--- src/rtl/rc5_serial_host.sv ---
// Host endpoint of the 4-slot time-multiplexed RC5 link: key write-out, request framing, result de-framing.
// Optional watchdog on the done wait is enabled by defining RC5_HOST_TIMEOUT_EN.
module rc5_serial_host #(
    parameter int W       = 16,
    parameter int B       = 16,
    parameter int RX_LAT  = 2,
    parameter int TIMEOUT = 4096
) (
    input  logic                 clk,
    input  logic                 rst,
    input  logic [8*B-1:0]       key_in,
    input  logic                 key_valid,
    output logic                 key_ready,
    input  logic                 req_valid,
    output logic                 req_ready,
    input  logic [W-1:0]         req_pa,
    input  logic [W-1:0]         req_pb,
    input  logic [W-1:0]         req_ca,
    input  logic [W-1:0]         req_cb,
    output logic                 rsp_valid,
    input  logic                 rsp_ready,
    output logic [W-1:0]         rsp_ca,
    output logic [W-1:0]         rsp_cb,
    output logic [W-1:0]         rsp_da,
    output logic [W-1:0]         rsp_db,
    output logic                 rsp_err,
    output logic [7:0]           key_byte,
    output logic [$clog2(B)-1:0] key_addr,
    output logic                 key_wen,
    output logic                 start_cipher,
    output logic                 start_decipher,
    input  logic                 done_cipher,
    input  logic                 done_decipher,
    output logic [W-1:0]         link_out,
    input  logic [W-1:0]         link_in,
    output logic [2:0]           dbgState
);

    // Handshakes (key, req, rsp): a transfer occurs on a clk edge where valid and ready are
    // both high; the side asserting valid holds its payload stable until that edge.

    localparam int AW = $clog2(B);
    localparam int GW = $clog2(RX_LAT + 1);
    localparam logic [1:0] RX_OFF = 2'(RX_LAT % 4);

    typedef enum logic [2:0] {
        IDLE, KEY_WR, LOAD, START, WAIT_DONE, GUARD, CAPTURE, RESP
    } stateT;

    stateT          state;
    logic [1:0]     slot;
    logic [8*B-1:0] keyReg;
    logic           keyLoaded;
    logic [W-1:0]   holdPa, holdPb, holdCa, holdCb;
    logic           sawZero;
    logic           skipFirst;
    logic           doneC, doneD;
    logic [GW-1:0]  guardCnt;
    logic [1:0]     capCnt;
    logic [1:0]     capIdx;
    logic           bothDone;

    assign dbgState = state;
    assign capIdx   = slot - RX_OFF;
    // The first WAIT_DONE cycle is masked so done levels left over from a previous job are ignored.
    assign bothDone = !skipFirst && (doneC || done_cipher) && (doneD || done_decipher);

    always_comb begin
        link_out = holdPa;
        case (slot)
            2'd0: link_out = holdPa;
            2'd1: link_out = holdPb;
            2'd2: link_out = holdCa;
            2'd3: link_out = holdCb;
            default: link_out = holdPa;
        endcase
    end

`ifdef RC5_HOST_TIMEOUT_EN
    localparam int WDW = $clog2(TIMEOUT + 1);
    logic [WDW-1:0] wdCnt;
`else
    logic unusedTimeout;
    assign unusedTimeout = (TIMEOUT != 0);
    assign rsp_err       = 1'b0;
`endif

    always_ff @(posedge clk) begin
        if (rst) begin
            state          <= IDLE;
            slot           <= 2'd0;
            keyReg         <= '0;
            keyLoaded      <= 1'b0;
            holdPa         <= '0;
            holdPb         <= '0;
            holdCa         <= '0;
            holdCb         <= '0;
            sawZero        <= 1'b0;
            skipFirst      <= 1'b0;
            doneC          <= 1'b0;
            doneD          <= 1'b0;
            guardCnt       <= '0;
            capCnt         <= 2'd0;
            key_ready      <= 1'b1;
            req_ready      <= 1'b0;
            rsp_valid      <= 1'b0;
            rsp_ca         <= '0;
            rsp_cb         <= '0;
            rsp_da         <= '0;
            rsp_db         <= '0;
            key_byte       <= 8'd0;
            key_addr       <= '0;
            key_wen        <= 1'b0;
            start_cipher   <= 1'b0;
            start_decipher <= 1'b0;
`ifdef RC5_HOST_TIMEOUT_EN
            wdCnt          <= '0;
            rsp_err        <= 1'b0;
`endif
        end else begin
            slot <= slot + 2'd1;
            case (state)
                IDLE: begin
                    if (key_valid) begin
                        keyReg    <= key_in;
                        key_byte  <= key_in[7:0];
                        key_addr  <= '0;
                        key_wen   <= 1'b1;
                        key_ready <= 1'b0;
                        req_ready <= 1'b0;
                        state     <= KEY_WR;
                    end else if (req_valid && req_ready) begin
                        holdPa    <= req_pa;
                        holdPb    <= req_pb;
                        holdCa    <= req_ca;
                        holdCb    <= req_cb;
                        sawZero   <= 1'b0;
                        key_ready <= 1'b0;
                        req_ready <= 1'b0;
`ifdef RC5_HOST_TIMEOUT_EN
                        rsp_err   <= 1'b0;
`endif
                        state     <= LOAD;
                    end
                end
                KEY_WR: begin
                    if (key_addr == AW'(B - 1)) begin
                        key_wen   <= 1'b0;
                        keyLoaded <= 1'b1;
                        key_ready <= 1'b1;
                        req_ready <= 1'b1;
                        state     <= IDLE;
                    end else begin
                        key_addr <= key_addr + AW'(1);
                        key_byte <= keyReg[{key_addr + AW'(1), 3'b000} +: 8];
                    end
                end
                LOAD: begin
                    // Leave only once a whole frame 0..3 of the new words has gone out.
                    if (slot == 2'd0) sawZero <= 1'b1;
                    if (slot == 2'd3 && sawZero) begin
                        start_cipher   <= 1'b1;
                        start_decipher <= 1'b1;
                        state          <= START;
                    end
                end
                START: begin
                    start_cipher   <= 1'b0;
                    start_decipher <= 1'b0;
                    doneC          <= 1'b0;
                    doneD          <= 1'b0;
                    skipFirst      <= 1'b1;
`ifdef RC5_HOST_TIMEOUT_EN
                    wdCnt          <= '0;
`endif
                    state          <= WAIT_DONE;
                end
                WAIT_DONE: begin
                    if (skipFirst) begin
                        skipFirst <= 1'b0;
                    end else begin
                        doneC <= doneC || done_cipher;
                        doneD <= doneD || done_decipher;
                    end
`ifdef RC5_HOST_TIMEOUT_EN
                    wdCnt <= wdCnt + WDW'(1);
`endif
                    if (bothDone) begin
                        guardCnt <= '0;
                        state    <= GUARD;
                    end
`ifdef RC5_HOST_TIMEOUT_EN
                    else if (wdCnt == WDW'(TIMEOUT - 1)) begin
                        rsp_err   <= 1'b1;
                        rsp_valid <= 1'b1;
                        state     <= RESP;
                    end
`endif
                end
                GUARD: begin
                    if (guardCnt == GW'(RX_LAT - 1)) begin
                        capCnt <= 2'd0;
                        state  <= CAPTURE;
                    end else begin
                        guardCnt <= guardCnt + GW'(1);
                    end
                end
                CAPTURE: begin
                    // The word on link_in now belongs to the slot driven RX_LAT cycles earlier.
                    case (capIdx)
                        2'd0: rsp_ca <= link_in;
                        2'd1: rsp_cb <= link_in;
                        2'd2: rsp_da <= link_in;
                        2'd3: rsp_db <= link_in;
                        default: rsp_ca <= link_in;
                    endcase
                    capCnt <= capCnt + 2'd1;
                    if (capCnt == 2'd3) begin
                        rsp_valid <= 1'b1;
                        state     <= RESP;
                    end
                end
                RESP: begin
                    if (rsp_ready) begin
                        rsp_valid <= 1'b0;
                        key_ready <= 1'b1;
                        req_ready <= keyLoaded;
                        state     <= IDLE;
                    end
                end
                default: state <= IDLE;
            endcase
        end
    end

endmodule

--- config.mk ---
export PLATFORM = sky130hd
export DESIGN_NAME = rc5_serial_host
export DESIGN_NICKNAME = d
export VERILOG_FILES = /design/src/rtl/rc5_serial_host.sv
export SDC_FILE = /design/constraint.sdc
export NUM_CORES = 1
export LEC_CHECK = 0
export ABC_CLOCK_PERIOD_IN_PS = 2100
export BUFFER_PORTS_ARGS = -buffer_cell sky130_fd_sc_hd__buf_2
export CAP_MARGIN = 20
export CORE_ASPECT_RATIO = 1.2
export CORE_MARGIN = 5
export CORE_UTILIZATION = 35
export DETAILED_ROUTE_END_ITERATION = 6
export PLACE_DENSITY_LB_ADDON = 0.2
export SLEW_MARGIN = 20
export SYNTH_ARGS = -nofsm -noshare
export SYNTH_HDL_FRONTEND = slang
export SYNTH_SLANG_ARGS = --single-unit
--- constraint.sdc ---
create_clock -name clk -period 2.1 [get_ports clk]
set_clock_uncertainty 0.15 [all_clocks]
set_input_delay 0 -clock clk [delete_from_list [all_inputs] [get_ports clk]]
set_output_delay 0 -clock clk [all_outputs]
set_load 0.005 [all_outputs]
### Word level (Yosys, flattened, before mapping)

Index checks and enable logic that the tools add are counted.

| operators by class | value |
|---|---|
| bitwise logic cells | 1 |
| eq/ne operators | 30 |
| shift operators | 1 |
| add/subtract/negate cells | 5 |
| reduce and logical (&&, ||, !) cells | 35 |
| mux-type cells | 44 |

Operator list:

| kind | count |
|---|---|
| 128-bit by 8-bit indexed part select with 8-bit output | 1 |
| 16-bit one-hot mux with 4 select lines | 1 |
| 2-bit inequality test (second input constant) | 13 |
| 3-bit 2-to-1 mux | 8 |
| 3-bit one-hot mux with 8 select lines | 1 |
| 2-bit AND reduction | 9 |
| 8-bit 2-to-1 mux | 2 |
| 8-bit one-hot mux with 2 select lines | 1 |
| 3-bit AND reduction | 5 |
| 1-bit 2-to-1 mux | 14 |
| 1-bit one-hot mux with 2 select lines | 7 |
| 2-bit nonzero test | 7 |
| 3-bit == test (second input constant) | 4 |
| 2-bit == test (second input constant) | 5 |
| 4-bit 2-to-1 mux | 2 |
| 2-bit one-hot mux with 2 select lines | 2 |
| 4-bit one-hot mux with 2 select lines | 1 |
| 4-bit AND reduction | 2 |
| 7-bit AND reduction | 1 |
| 2-bit by 1-bit adder with 2-bit output (second input constant) | 3 |
| 2-bit by 1-bit == test with 1-bit output (second input constant) | 3 |
| 3-bit by 2-bit == test with 1-bit output (second input constant) | 2 |
| 2-bit 2-to-1 mux | 3 |
| 1-bit one-hot mux with 3 select lines | 2 |
| other kinds (12) | 17 |

| word-level totals | value |
|---|---|
| input port bits | 215 |
| bits in registers | 287 |
| word-level logic and storage cells | 141 |
| output and inout bits | 102 |

### Logic depth before layout (Yosys ltp)

| depth | value |
|---|---|
| depth in word-level cells | 5 |
| mapped depth | 8 |
| depth with buffers taken out | 7 |

### Worst setup path before layout

OpenSTA, ideal clock, no wires.

| path | value |
|---|---|
| kind | reg-to-reg |
| start | register key_addr[1] |
| end | register key_byte[0] |
| buffers on the path | 2 |
| path slack | -0.098 ns |
| arrival time | 1.927 ns |
| library setup time | 0.122 ns |
| required time | 1.828 ns |
| stages on the path, launching flop included | 8 |
| period minus slack after synthesis | 2.198 ns |
| cell sequence | dfxtp_1 ha_1 buf_2 buf_6 mux4_2 mux2i_1 nor2_1 o311a_1 |

| between the ends | value |
|---|---|
| word-level cells in the longest chain between the ends | 4 |
| elaborated cells between the ends (all ways) | 7 |
| those cells by class | add/sub (1); eq/ne (2); shift (1); mux (2); reduce/logical (1) |

Ends and longest elaborated chain:

| item | RTL line | RTL |
|---|---|---|
| start: declaration | 28 | `output logic [$clog2(B)-1:0] key_addr,` |
| start signal: assignment | 154 | `key_addr <= key_addr + AW'(1);` |
| 4-bit by 1-bit adder with 4-bit output | 155 | `key_byte <= keyReg[{key_addr + AW'(1), 3'b000} +: 8];` |
| 128-bit by 8-bit indexed part select with 8-bit output | 155 |  |
| 8-bit 2-to-1 mux | 147 | `if (key_addr == AW'(B - 1)) begin` |
| 8-bit one-hot mux with 2 select lines | 122 | `case (state)` |
| end signal: assignment | 126 | `key_byte <= key_in[7:0];` |
| end signal: assignment | 155 |  |
| end: declaration | 27 | `output logic [7:0] key_byte,` |

Several ways; a longest one is shown, not always the timed one. The select of a mux whose other input is x is not followed.
A chain may end at the register's enable or synchronous reset.

### Worst setup path after layout

| path | value |
|---|---|
| start | register slot[1] |
| end | output link_out[14] |

| between the ends | value |
|---|---|
| word-level cells in the longest chain between the ends | 2 |
| elaborated cells between the ends (all ways) | 5 |
| those cells by class | eq/ne (3); mux (1); reduce/logical (1) |

Ends and longest elaborated chain:

| item | RTL line | RTL |
|---|---|---|
| start: declaration | 51 | `logic [1:0] slot;` |
| start signal: assignment | 121 | `slot <= slot + 2'd1;` |
| 2-bit == test (tied with other cells) | 70 | `case (slot)` |
| 16-bit one-hot mux with 4 select lines (*) | 70 |  |
| end: declaration | 34 | `output logic [W-1:0] link_out,` |

Every way passes the cells marked *; elsewhere a longest branch is shown, timed or not.

==> impl_metrics.csv <==
group,metric,value,unit
worst_setup_path,r2r_start,"key_addr[1]",
clocking,clkLatencyLatePin,550,ps
worst_setup_path,rrSetupSlack,-80,ps
worst_setup_path,cpMaxStageDelayCell,"a222oi_1",
worst_setup_path,cp_data_arrival_time,2040,ps
sta,finalSetupViolCount,19,
sta,slew_viol_final,0,
worst_setup_path,path_cells,"buf_6, ha_4, buf_12, a222oi_1, mux2i_1, buf_2",
synth,ys.warnings.count,0,
clocking,clock-sinks,287,
drt,drt_iter0_drc,776,
grt,grt_pass1_vias,11557,
placement,dp_hpwl,27.07,mm
final_layout,num-fill-cells,3152,
floorplanning,dieArea,0.03766,mm^2
synth,synth.most_common_cell,"nand2_1",
grt,grt_first_pass_wirelength,62.66,mm
sta,rsz0062_at_grt,"yes",
synth,ys_types,41,
flow_run,drv_cap,0,
floorplanning,rows,73,
synth,ys.flop_type,"dfxtp_1",
worst_setup_path,crit_type,"reg -> out",
synth,synthTopCellsByArea,"dfxtp_1, nand2_1, a21oi_1",
floorplanning,die_w,178,um
drt,antenna_left,0,
worst_setup_path,end_kind,"output port",
clocking,cts_tree,"done",
sta,tns,-916.1,ps
sta,fin_ws,-93.33,ps
sta,max_freq,0.4559,GHz
sta,max_slew.worst_pin.slew,776.5,ps
sta,fin_crit_sh,104.4,%
synth,yosys.area.top_type,"dfxtp_1",
hold_path,hp-class,"in -> reg",
sta,layout_min_cycle_time,2193,ps
grt,grt_antenna_before_repair,2,
pwr,p_per_area,983.8,mW/mm^2
synth,netlist_instances,1461,
drt,vias_per_cell,4.921,
placement,gp_congestion,0.8316,
synth,postSynthAreaPerCell,8.114,um^2
sta,holdWs,89.50,ps
drt,vias,11949,
drt,routed_wl,41.26,mm
sta,hold_viol_final,0,
floorplanning,die_height,211.6,um
synth,ys_top_cells_by_count,"nand2_1, dfxtp_1, a21oi_1",
synth,syn-cell-area,0.01185,mm^2
pwr,ir_drop,0.0006515,V
worst_setup_path,slowest_delay,410,ps
synth,ys_seq_area_share,48.47,%
hold_path,min-delay-start,"key_in[104]",
placement,placed_cell_area,0.01389,mm^2
drt,avgRoutedWirePerCell,16.99,um
clocking,numCtsBuffers,31,
worst_setup_path,path_max_fanout,8,
drt,drt_pass1_iterations,7,
worst_setup_path,start_kind,"register",
synth,synth-edff-count,0,
status,violations,"DRC, setup timing",
worst_setup_path,critPathLaunch,"slot[1]",
clocking,cts.root.buffer_cell,"clkbuf_16",
synth,async_flop_share,0,%
placement,port_buffers,315,
final_layout,syn_to_final_growth,46.55,%
drt,drc,2,
synth,synth_seq_cells,287,
final_layout,multiInputGateArea,0.005470,mm^2
synth,synth_top_cell_area_share,48.47,%
grt,grt_max_degree,170,
final_layout,drive_gt1_share,23.81,%
final_layout,layout.area.seq,0.005756,mm^2
pwr,p_leak,7.035,nW
final_layout,nNetsFinal,2179,
synth,syn_nets,1683,
floorplanning,coreArea,0.03334,mm^2
placement,preCtsSetupSlack,-97.63,ps
floorplanning,boundaryPins,317,
status,status,"finished with violations",
final_layout,diodes,0,
grt,grt.total_usage,20.55,%
final_layout,design_area,0.01737,mm^2
worst_setup_path,required,1950,ps
grt,overflow,0,
clocking,cts_max_level,1,
sta,slew_headroom,48.23,%
clocking,clock_path_buffers,3,
floorplanning,start_util,35.56,%
clocking,cts.clk_slew.worst_paths,60,ps
-- worst paths after layout --
| path | depth (start not counted) | end |
|---|---|---|
| max reg2reg | 6 | key_byte[0] |
| min | 4 | keyReg[104] |
| min reg2reg | 2 | rsp_cb[15] |
| max | 6 | link_out[14] |
-- worst max-delay path: cells and delay by family (launching register included) --
kind                     cells  cell delay, ps
AO/OA/AOI/OAI                1             410
adder cells (fa/ha/maj)      1             180
buffers and inverters        3             410
flip-flops                   1             360
multiplexers                 1             130
-- cells by family (layout without fill, tap and decap cells) --
logic type	Yosys count	after routing	synth area share (%)
adders and majority gates	7	7	0.7388
buffers and inverters	152	669	6.143
AOI/OAI and AO/OA	340	340	15.82
muxes	59	59	8.360
DFF	287	287	48.47
xor gates and xnor gates	1	1	0.1373
other	1	1	0.03164
and+or+nand+nor	614	614	20.30
-- layout by cell type, fill, tap and decap left out, drive strengths merged --
cell           n
a22oi          2
clkbuf        43
inv           37
nor2b          3
o311a          8
mux2i         27
nor2          26
and3           6
dfxtp        287
nand4b         2
nand2        545
nand3b         1
o221ai         1
bufinv         6
and2           4
o22ai          8
a31oi          3
dlygate4sd3  214
nor4b          1
buf          362
a21oi        273
conb           1
a222oi        16
nand3         12
clkinv         5
o211ai         4
nor3           8
xor2           1
a2bb2oi        1
mux4          32
o21a           1
a211oi         3
or3            2
ha             7
a32oi          1
clkinvlp       2
nor3b          1
nand2b         3
o21ai         19
-- power breakdown --
part	total (mW)	switching, mW	internal (mW)
Sequential	6.60	0.489	6.11
Clock	5.85	2.24	3.61
Combinational	4.65	2.56	2.09
Total	17.1	5.29	11.8
-- timing repair --
action,4_1_cts,5_1_grt
endpoints found under the hold margin,287,0
hold buffers,214,0
setup buffers,2,6
pin swaps,12,9
resized for setup,23,18
endpoints found under the setup margin,24,51
cloned,2,3
-- metrics by stage --
| stage | util, % | total power, mW | std cells |
|---|---|---|---|
| 2_1_floorplan | - | 9.410 | 1461 |
| 3_3_place_gp | 41.66 | 10.81 | 2150 |
| 3_5_place_dp | 41.66 | 10.88 | 2150 |
| 4_1_cts | 51.81 | 17.22 | 2422 |
| 5_1_grt | 52.11 | 17.98 | 2428 |
| 6_report | 52.11 | 17.09 | 2428 |
-- cell type report --
class,count,area share (%)
clock buffer,40,4.948
timing repair buffer,579,25.05
tap,450,3.241
multi-input combinational,1022,31.49
sequential,287,33.13
inverter,36,0.7779
clock inverter,14,1.361
-- per-layer routing --
metal,vias to the layer above,share of wire (%),track usage [%]
met2,461,49,35.59
met1,5541,41,25.80
li1,5876,-,-
met3,67,7.5,4.340
met4,4,2.7,5.923
met5,-,0.056,0
-- state kept, by name, summed over array words and instances (netlist names), 2 cells and up --
| register | flops |
|---|---|
| slot | 2 |
| rsp_db | 16 |
| holdCa | 16 |
| holdPa | 16 |
| rsp_cb | 16 |
| capCnt | 2 |
| key_byte | 8 |
| rsp_ca | 16 |
| key_addr | 4 |
| holdCb | 16 |
| keyReg | 128 |
| dbgState | 3 |
| holdPb | 16 |
| rsp_da | 16 |
| guardCnt | 2 |
No activity file was read; power rests on OpenSTA's default activity.
